$ cat src/rtl/rename_mt.sv
// Register map table for a 2-wide rename stage: zero-latency source/old-dest lookup
// with intra-bundle and CDB bypass, plus dispatch, completion and recovery updates.
module rename_mt #(
    parameter int NUM_AR = 32,
    parameter int PR_W   = 7
) (
    input  logic                     clock,
    input  logic                     reset,

    input  logic [1:0]               id_dispatch_num,
    input  logic [$clog2(NUM_AR)-1:0] id_dest_idx0,
    input  logic [$clog2(NUM_AR)-1:0] id_dest_idx1,
    input  logic [$clog2(NUM_AR)-1:0] id_ra_idx0,
    input  logic [$clog2(NUM_AR)-1:0] id_rb_idx0,
    input  logic [$clog2(NUM_AR)-1:0] id_ra_idx1,
    input  logic [$clog2(NUM_AR)-1:0] id_rb_idx1,

    input  logic [PR_W-1:0]          fl_pr0,
    input  logic [PR_W-1:0]          fl_pr1,

    input  logic                     cdb_valid0,
    input  logic [PR_W-1:0]          cdb_tag0,
    input  logic                     cdb_valid1,
    input  logic [PR_W-1:0]          cdb_tag1,

    input  logic                     rob_recover,
    input  logic [NUM_AR*PR_W-1:0]   rrat_map_flat,

    output logic [PR_W-1:0]          mt_ra_tag0,
    output logic [PR_W-1:0]          mt_rb_tag0,
    output logic [PR_W-1:0]          mt_ra_tag1,
    output logic [PR_W-1:0]          mt_rb_tag1,
    output logic                     mt_ra_rdy0,
    output logic                     mt_rb_rdy0,
    output logic                     mt_ra_rdy1,
    output logic                     mt_rb_rdy1,
    output logic [PR_W-1:0]          mt_told0,
    output logic [PR_W-1:0]          mt_told1
);

    logic [PR_W-1:0]   map_tag_q [NUM_AR];
    logic [PR_W-1:0]   map_tag_d [NUM_AR];
    logic [NUM_AR-1:0] map_rdy_q;
    logic [NUM_AR-1:0] map_rdy_d;

    logic slot0_v;
    logic slot1_v;

    logic [PR_W-1:0] ra0_tag, rb0_tag, ra1_map_tag, rb1_map_tag;
    logic            ra0_rdy, rb0_rdy, ra1_map_rdy, rb1_map_rdy;
    logic            ra1_fwd, rb1_fwd, told1_fwd;

    function automatic logic cdb_hit(
        input logic [PR_W-1:0] tag,
        input logic            v0,
        input logic [PR_W-1:0] t0,
        input logic            v1,
        input logic [PR_W-1:0] t1
    );
        return (v0 && (t0 == tag)) || (v1 && (t1 == tag));
    endfunction

    // A dispatch count of 3 is not a legal bundle size and renames nothing.
    assign slot0_v = (id_dispatch_num == 2'd1) || (id_dispatch_num == 2'd2);
    assign slot1_v = (id_dispatch_num == 2'd2);

    always_comb begin
        ra0_tag     = map_tag_q[id_ra_idx0];
        rb0_tag     = map_tag_q[id_rb_idx0];
        ra1_map_tag = map_tag_q[id_ra_idx1];
        rb1_map_tag = map_tag_q[id_rb_idx1];

        ra0_rdy     = map_rdy_q[id_ra_idx0] |
                      cdb_hit(ra0_tag, cdb_valid0, cdb_tag0, cdb_valid1, cdb_tag1);
        rb0_rdy     = map_rdy_q[id_rb_idx0] |
                      cdb_hit(rb0_tag, cdb_valid0, cdb_tag0, cdb_valid1, cdb_tag1);
        ra1_map_rdy = map_rdy_q[id_ra_idx1] |
                      cdb_hit(ra1_map_tag, cdb_valid0, cdb_tag0, cdb_valid1, cdb_tag1);
        rb1_map_rdy = map_rdy_q[id_rb_idx1] |
                      cdb_hit(rb1_map_tag, cdb_valid0, cdb_tag0, cdb_valid1, cdb_tag1);

        ra1_fwd   = (id_ra_idx1 == id_dest_idx0);
        rb1_fwd   = (id_rb_idx1 == id_dest_idx0);
        told1_fwd = (id_dest_idx1 == id_dest_idx0);
    end

    // Slot 1 sees slot 0's fresh tag as not-ready; the CDB cannot have produced it yet.
    always_comb begin
        mt_ra_tag0 = '0;
        mt_rb_tag0 = '0;
        mt_ra_rdy0 = 1'b0;
        mt_rb_rdy0 = 1'b0;
        mt_told0   = '0;
        mt_ra_tag1 = '0;
        mt_rb_tag1 = '0;
        mt_ra_rdy1 = 1'b0;
        mt_rb_rdy1 = 1'b0;
        mt_told1   = '0;

        if (slot0_v) begin
            mt_ra_tag0 = ra0_tag;
            mt_rb_tag0 = rb0_tag;
            mt_ra_rdy0 = ra0_rdy;
            mt_rb_rdy0 = rb0_rdy;
            mt_told0   = map_tag_q[id_dest_idx0];
        end

        if (slot1_v) begin
            mt_ra_tag1 = ra1_fwd   ? fl_pr0 : ra1_map_tag;
            mt_ra_rdy1 = ra1_fwd   ? 1'b0   : ra1_map_rdy;
            mt_rb_tag1 = rb1_fwd   ? fl_pr0 : rb1_map_tag;
            mt_rb_rdy1 = rb1_fwd   ? 1'b0   : rb1_map_rdy;
            mt_told1   = told1_fwd ? fl_pr0 : map_tag_q[id_dest_idx1];
        end
    end

    // Completion marks old tags ready first; a rename of the same entry then overrides it.
    always_comb begin
        map_tag_d = map_tag_q;
        map_rdy_d = map_rdy_q;

        if (rob_recover) begin
            for (int i = 0; i < NUM_AR; i++) begin
                map_tag_d[i] = rrat_map_flat[i*PR_W +: PR_W];
                map_rdy_d[i] = 1'b1;
            end
        end else begin
            for (int i = 0; i < NUM_AR; i++) begin
                if (cdb_hit(map_tag_q[i], cdb_valid0, cdb_tag0, cdb_valid1, cdb_tag1)) begin
                    map_rdy_d[i] = 1'b1;
                end
            end
            if (slot0_v) begin
                map_tag_d[id_dest_idx0] = fl_pr0;
                map_rdy_d[id_dest_idx0] = 1'b0;
            end
            if (slot1_v) begin
                map_tag_d[id_dest_idx1] = fl_pr1;
                map_rdy_d[id_dest_idx1] = 1'b0;
            end
        end
    end

    always_ff @(posedge clock or negedge reset) begin
        if (!reset) begin
            for (int i = 0; i < NUM_AR; i++) begin
                map_tag_q[i] <= PR_W'(i);
            end
            map_rdy_q <= '1;
        end else begin
            for (int i = 0; i < NUM_AR; i++) begin
                map_tag_q[i] <= map_tag_d[i];
            end
            map_rdy_q <= map_rdy_d;
        end
    end

endmodule

$ cat config.mk
export PLATFORM = sky130hd
export DESIGN_NAME = rename_mt
export DESIGN_NICKNAME = d
export VERILOG_FILES = /design/src/rtl/rename_mt.sv
export SDC_FILE = /design/constraint.sdc
export NUM_CORES = 2
export LEC_CHECK = 0
export BUFFER_PORTS_ARGS = -buffer_cell sky130_fd_sc_hd__buf_2
export CORE_MARGIN = 1.5
export CORE_UTILIZATION = 30
export DETAILED_ROUTE_END_ITERATION = 12
export PLACE_DENSITY = 0.48
export SYNTH_ARGS = -nofsm -noshare
export SYNTH_HDL_FRONTEND = slang
export SYNTH_SLANG_ARGS = --single-unit
$ cat constraint.sdc
create_clock -name clock -period 5.3 [get_ports clock]
set_input_delay 1.06 -clock clock [delete_from_list [all_inputs] [get_ports clock]]
set_output_delay 1.06 -clock clock [all_outputs]
set_load 0.05 [all_outputs]
==> flow_summary.yaml <==
outcome:
  status: "finished with violations"
  violations: "setup timing"
die:
  start_util_pct: 30.3
  core_area_um2: 109000
  fp-row-count: 121
  chipWidth_um: 335
  ioPinCount: 335
  fp.dieH_um: 335
  dieArea_um2: 112000
grt:
  grt_pass1_vias: 33900
  grt_first_pass_wirelength_um: 296000
  overflow: 0
  grt_start_max_net_pins: 122
  grt.total_usage_pct: 38.1
  antenna_found_initial: 42
critical_path:
  cp-start-kind: "input pin"
  cp_common_cell: "buf_4"
  arrival_ps: 4250
  worstPathRequired_ps: 4240
  cp_max_fo: 10
  cpLargestDelayFamily: "compound AO/OA/AOI/OAI gates"
  crit_path_cell_trace: "buf_4 > buf_4 > mux2i_1 > a221oi_1 > a22oi_1 > a31oi_2 > xor2_1 > nor4_1 > nand4_1 > a31oi_4 > buf_4 > buf_12"
  crit_type: "input pin to output pin"
  cp-end-kind: "output pin"
  cp_slowest_stage_delay_ps: 600
  cp_num_buf_inv: 4
  cp_slowest_cell: "mux2i_1"
routing:
  wl_met1_um: 79800
  drt_wl_total_um: 220000
  firstDrtPassIters: 8
  via_per_inst: 6.72
  vias: 35700
  wl_per_cell_um: 41.4
  met2_length_um: 93000
  drtIter0Drc: 5544
  wl_met3_um: 30300
  drc: 0
  antenna_left: 0
  dr.max_layer_used: "met5"
clock_tree:
  clkSlewWorstSetupHoldPaths_ps: 60
  cts_hold_buf: 0
  cts.sinks: 256
  htreeDepth: 1
  clock_path_buffers: 3
  cts_root_buf: "clkbuf_16"
  cts_setup_buffers: 0
  numCtsBuffers: 30
  worstSkewPairLatency_ps: 630
  cts_tree: "yes"
logic_synthesis:
  synth_top_area_share_pct: 24.9
  synth_area_um2: 33100
  synth_top_cell_by_area: "mux4_2"
  yosys_register_bits: 256
  syn_inst: 3791
  synth_compound_area_share_pct: 13.8
  synth.avg_cell_area_um2: 8.74
  ys_seq_area_share_pct: 19.8
  synthFlopType: "dfrtp_1"
  ys_top_cells_by_area: "mux4_2 (25%), dfrtp_1 (11%), dfstp_2 (8.9%), xnor2_1 (8.3%), nand2_1 (5.8%)"
  synthMuxAreaShare_pct: 30.5
  synth_top_family_by_area: "multiplexers"
  syn_nets: 4081
  async_flop_share_pct: 100
  synth_xor_area_share_pct: 13.8
  synth-simple-area-share_pct: 14.6
  synth_edf_count: 0
  yosysWarnings: 0
  synthAdderAreaFrac_pct: 0.0378
  ys_types: 59
placed_design:
  portBuffers: 334
  hpwl_um: 163000
  gp_congestion: 1.09
  pre_cts_slack_ps: -239
pwr:
  p_leak_uw: 0.0143
  powerDensity_nw_per_um2: 240
  vdd_drop_max_uv: 240
layout:
  final_common_cell: "nand2_1"
  syn2layout_area_growth_pct: 13.5
  layout_common_cells: "nand2_1 (515), o21ai_0 (383), mux4_2 (366), buf_2 (318), xnor2_1 (313)"
  layout.nets: 4096
  drive_gt1_share_pct: 29.9
  fillers: 11400
sta:
  hold_viol_final: 0
  min_period_over_period_pct: 100
  tightest_slew_ps: 1210
  setup_tns_ps: -11.5
  finalWorstSetupSlack_ps: -11.5
  slew_violations: 0
  setup_violations: 1
  slew_headroom_pct: 19.1
  max_freq_ghz: 0.188
  worst_hold_slack_ps: 434
  fin_crit_ps: 5310
  skew_ps: 22.8
worst_hold_path:
  hp-class: "input pin to asynchronous set/reset pin"
run:
  drv_cap: 0
cells in the mapped netlist, types with 11 or more instances:
library cell    n
dfstp_2       112
clkbuf_1      375
mux4_2        366
mux2i_1       148
a22o_1         19
xnor2_1       313
dfrtp_1       144
o21ai_0       383
a221oi_1       58
a41oi_1        14
buf_1         175
o211a_1        15
nand4_1        79
a31oi_1        18
xor2_1        207
a21oi_1       217
a22oi_1        31
nor3_1         13
nand2_1       515
buf_2          37
nor4_1         51
buf_6          12
nor2_1        103
nand3_1       270
and2_1         11
worst paths after layout:
check | startpoint | to | slack [ps] | cells past startpoint
setup / recovery | id_ra_idx1[1] | mt_ra_rdy1 | -10 | 12
max in group asynchronous | reset | map_tag_q[117]$_DFF_PN0_ | 3640 | 2
hold reg to reg | map_rdy_q[15]$_DFF_PN1_ | map_rdy_q[15]$_DFF_PN1_ | 740 | 2
setup reg to reg | map_tag_q[22]$_DFF_PN0_ | map_rdy_q[28]$_DFF_PN1_ | 3200 | 7
hold / removal | reset | map_tag_q[213]$_DFF_PN0_ | 430 | 1
min in group clock | rrat_map_flat[74] | map_tag_q[151]$_DFF_PN0_ | 640 | 3
registers in the layout, summed over array words and instances, names as in the netlist:
| name | cells |
|---|---|
| map_rdy_q | 32 |
| map_tag_q | 224 |
per-layer routing:
metal,GRT usage [%],up-vias
met5,0.825,-
met4,24.2,20
met3,14.1,795
met2,55.4,3159
met1,47.4,18000
li1,-,13800
per-stage QoR:
step	total power, µW	instances	util (%)	area (µm²)
global placement	6660	5250	33.4	36500
CTS	8810	5306	34.4	37500
detailed placement	6660	5250	33.4	36500
floorplan	4820	3791	-	33100
finish	9020	5316	34.4	37600
global route	9140	5308	34.4	37600
cells by family (layout without fill, tap and decap cells):
| kind of cell | after synthesis | after routing |
|---|---|---|
| simple gates | 1074 | 1074 |
| compound gates | 791 | 791 |
| buf+inv | 617 | 656 |
| mux | 532 | 532 |
| xor+xnor | 520 | 520 |
| flops | 256 | 256 |
| fa+ha+maj | 1 | 1 |
| other cells | 0 | 10 |
power by group:
part,switching [µW],internal (µW),leakage (µW)
clock network,957,1200,0.000482
registers,920,2170,0.00293
logic,2190,1590,0.0109
total,4060,4960,0.0143
final cells by class:
cell class	count	area (µm²)	area share [%]
Sequential cell	256	6550	17.4
Timing Repair Buffer	586	3950	10.5
Antenna cell	10	25.0	0.0666
Clock inverter	7	45.0	0.120
Multi-Input combinational cell	2918	24200	64.3
Clock buffer	49	933	2.48
Inverter	14	52.6	0.140
Tap cell	1476	1850	4.92
repair_timing:
action | 4_1_cts | 5_1_grt
gates resized for setup | 4 | 9
gates cloned | 0 | 0
pin swaps | 0 | 5
endpoints found under the setup margin | 1 | 3
Power figures use the tool's default switching activity.
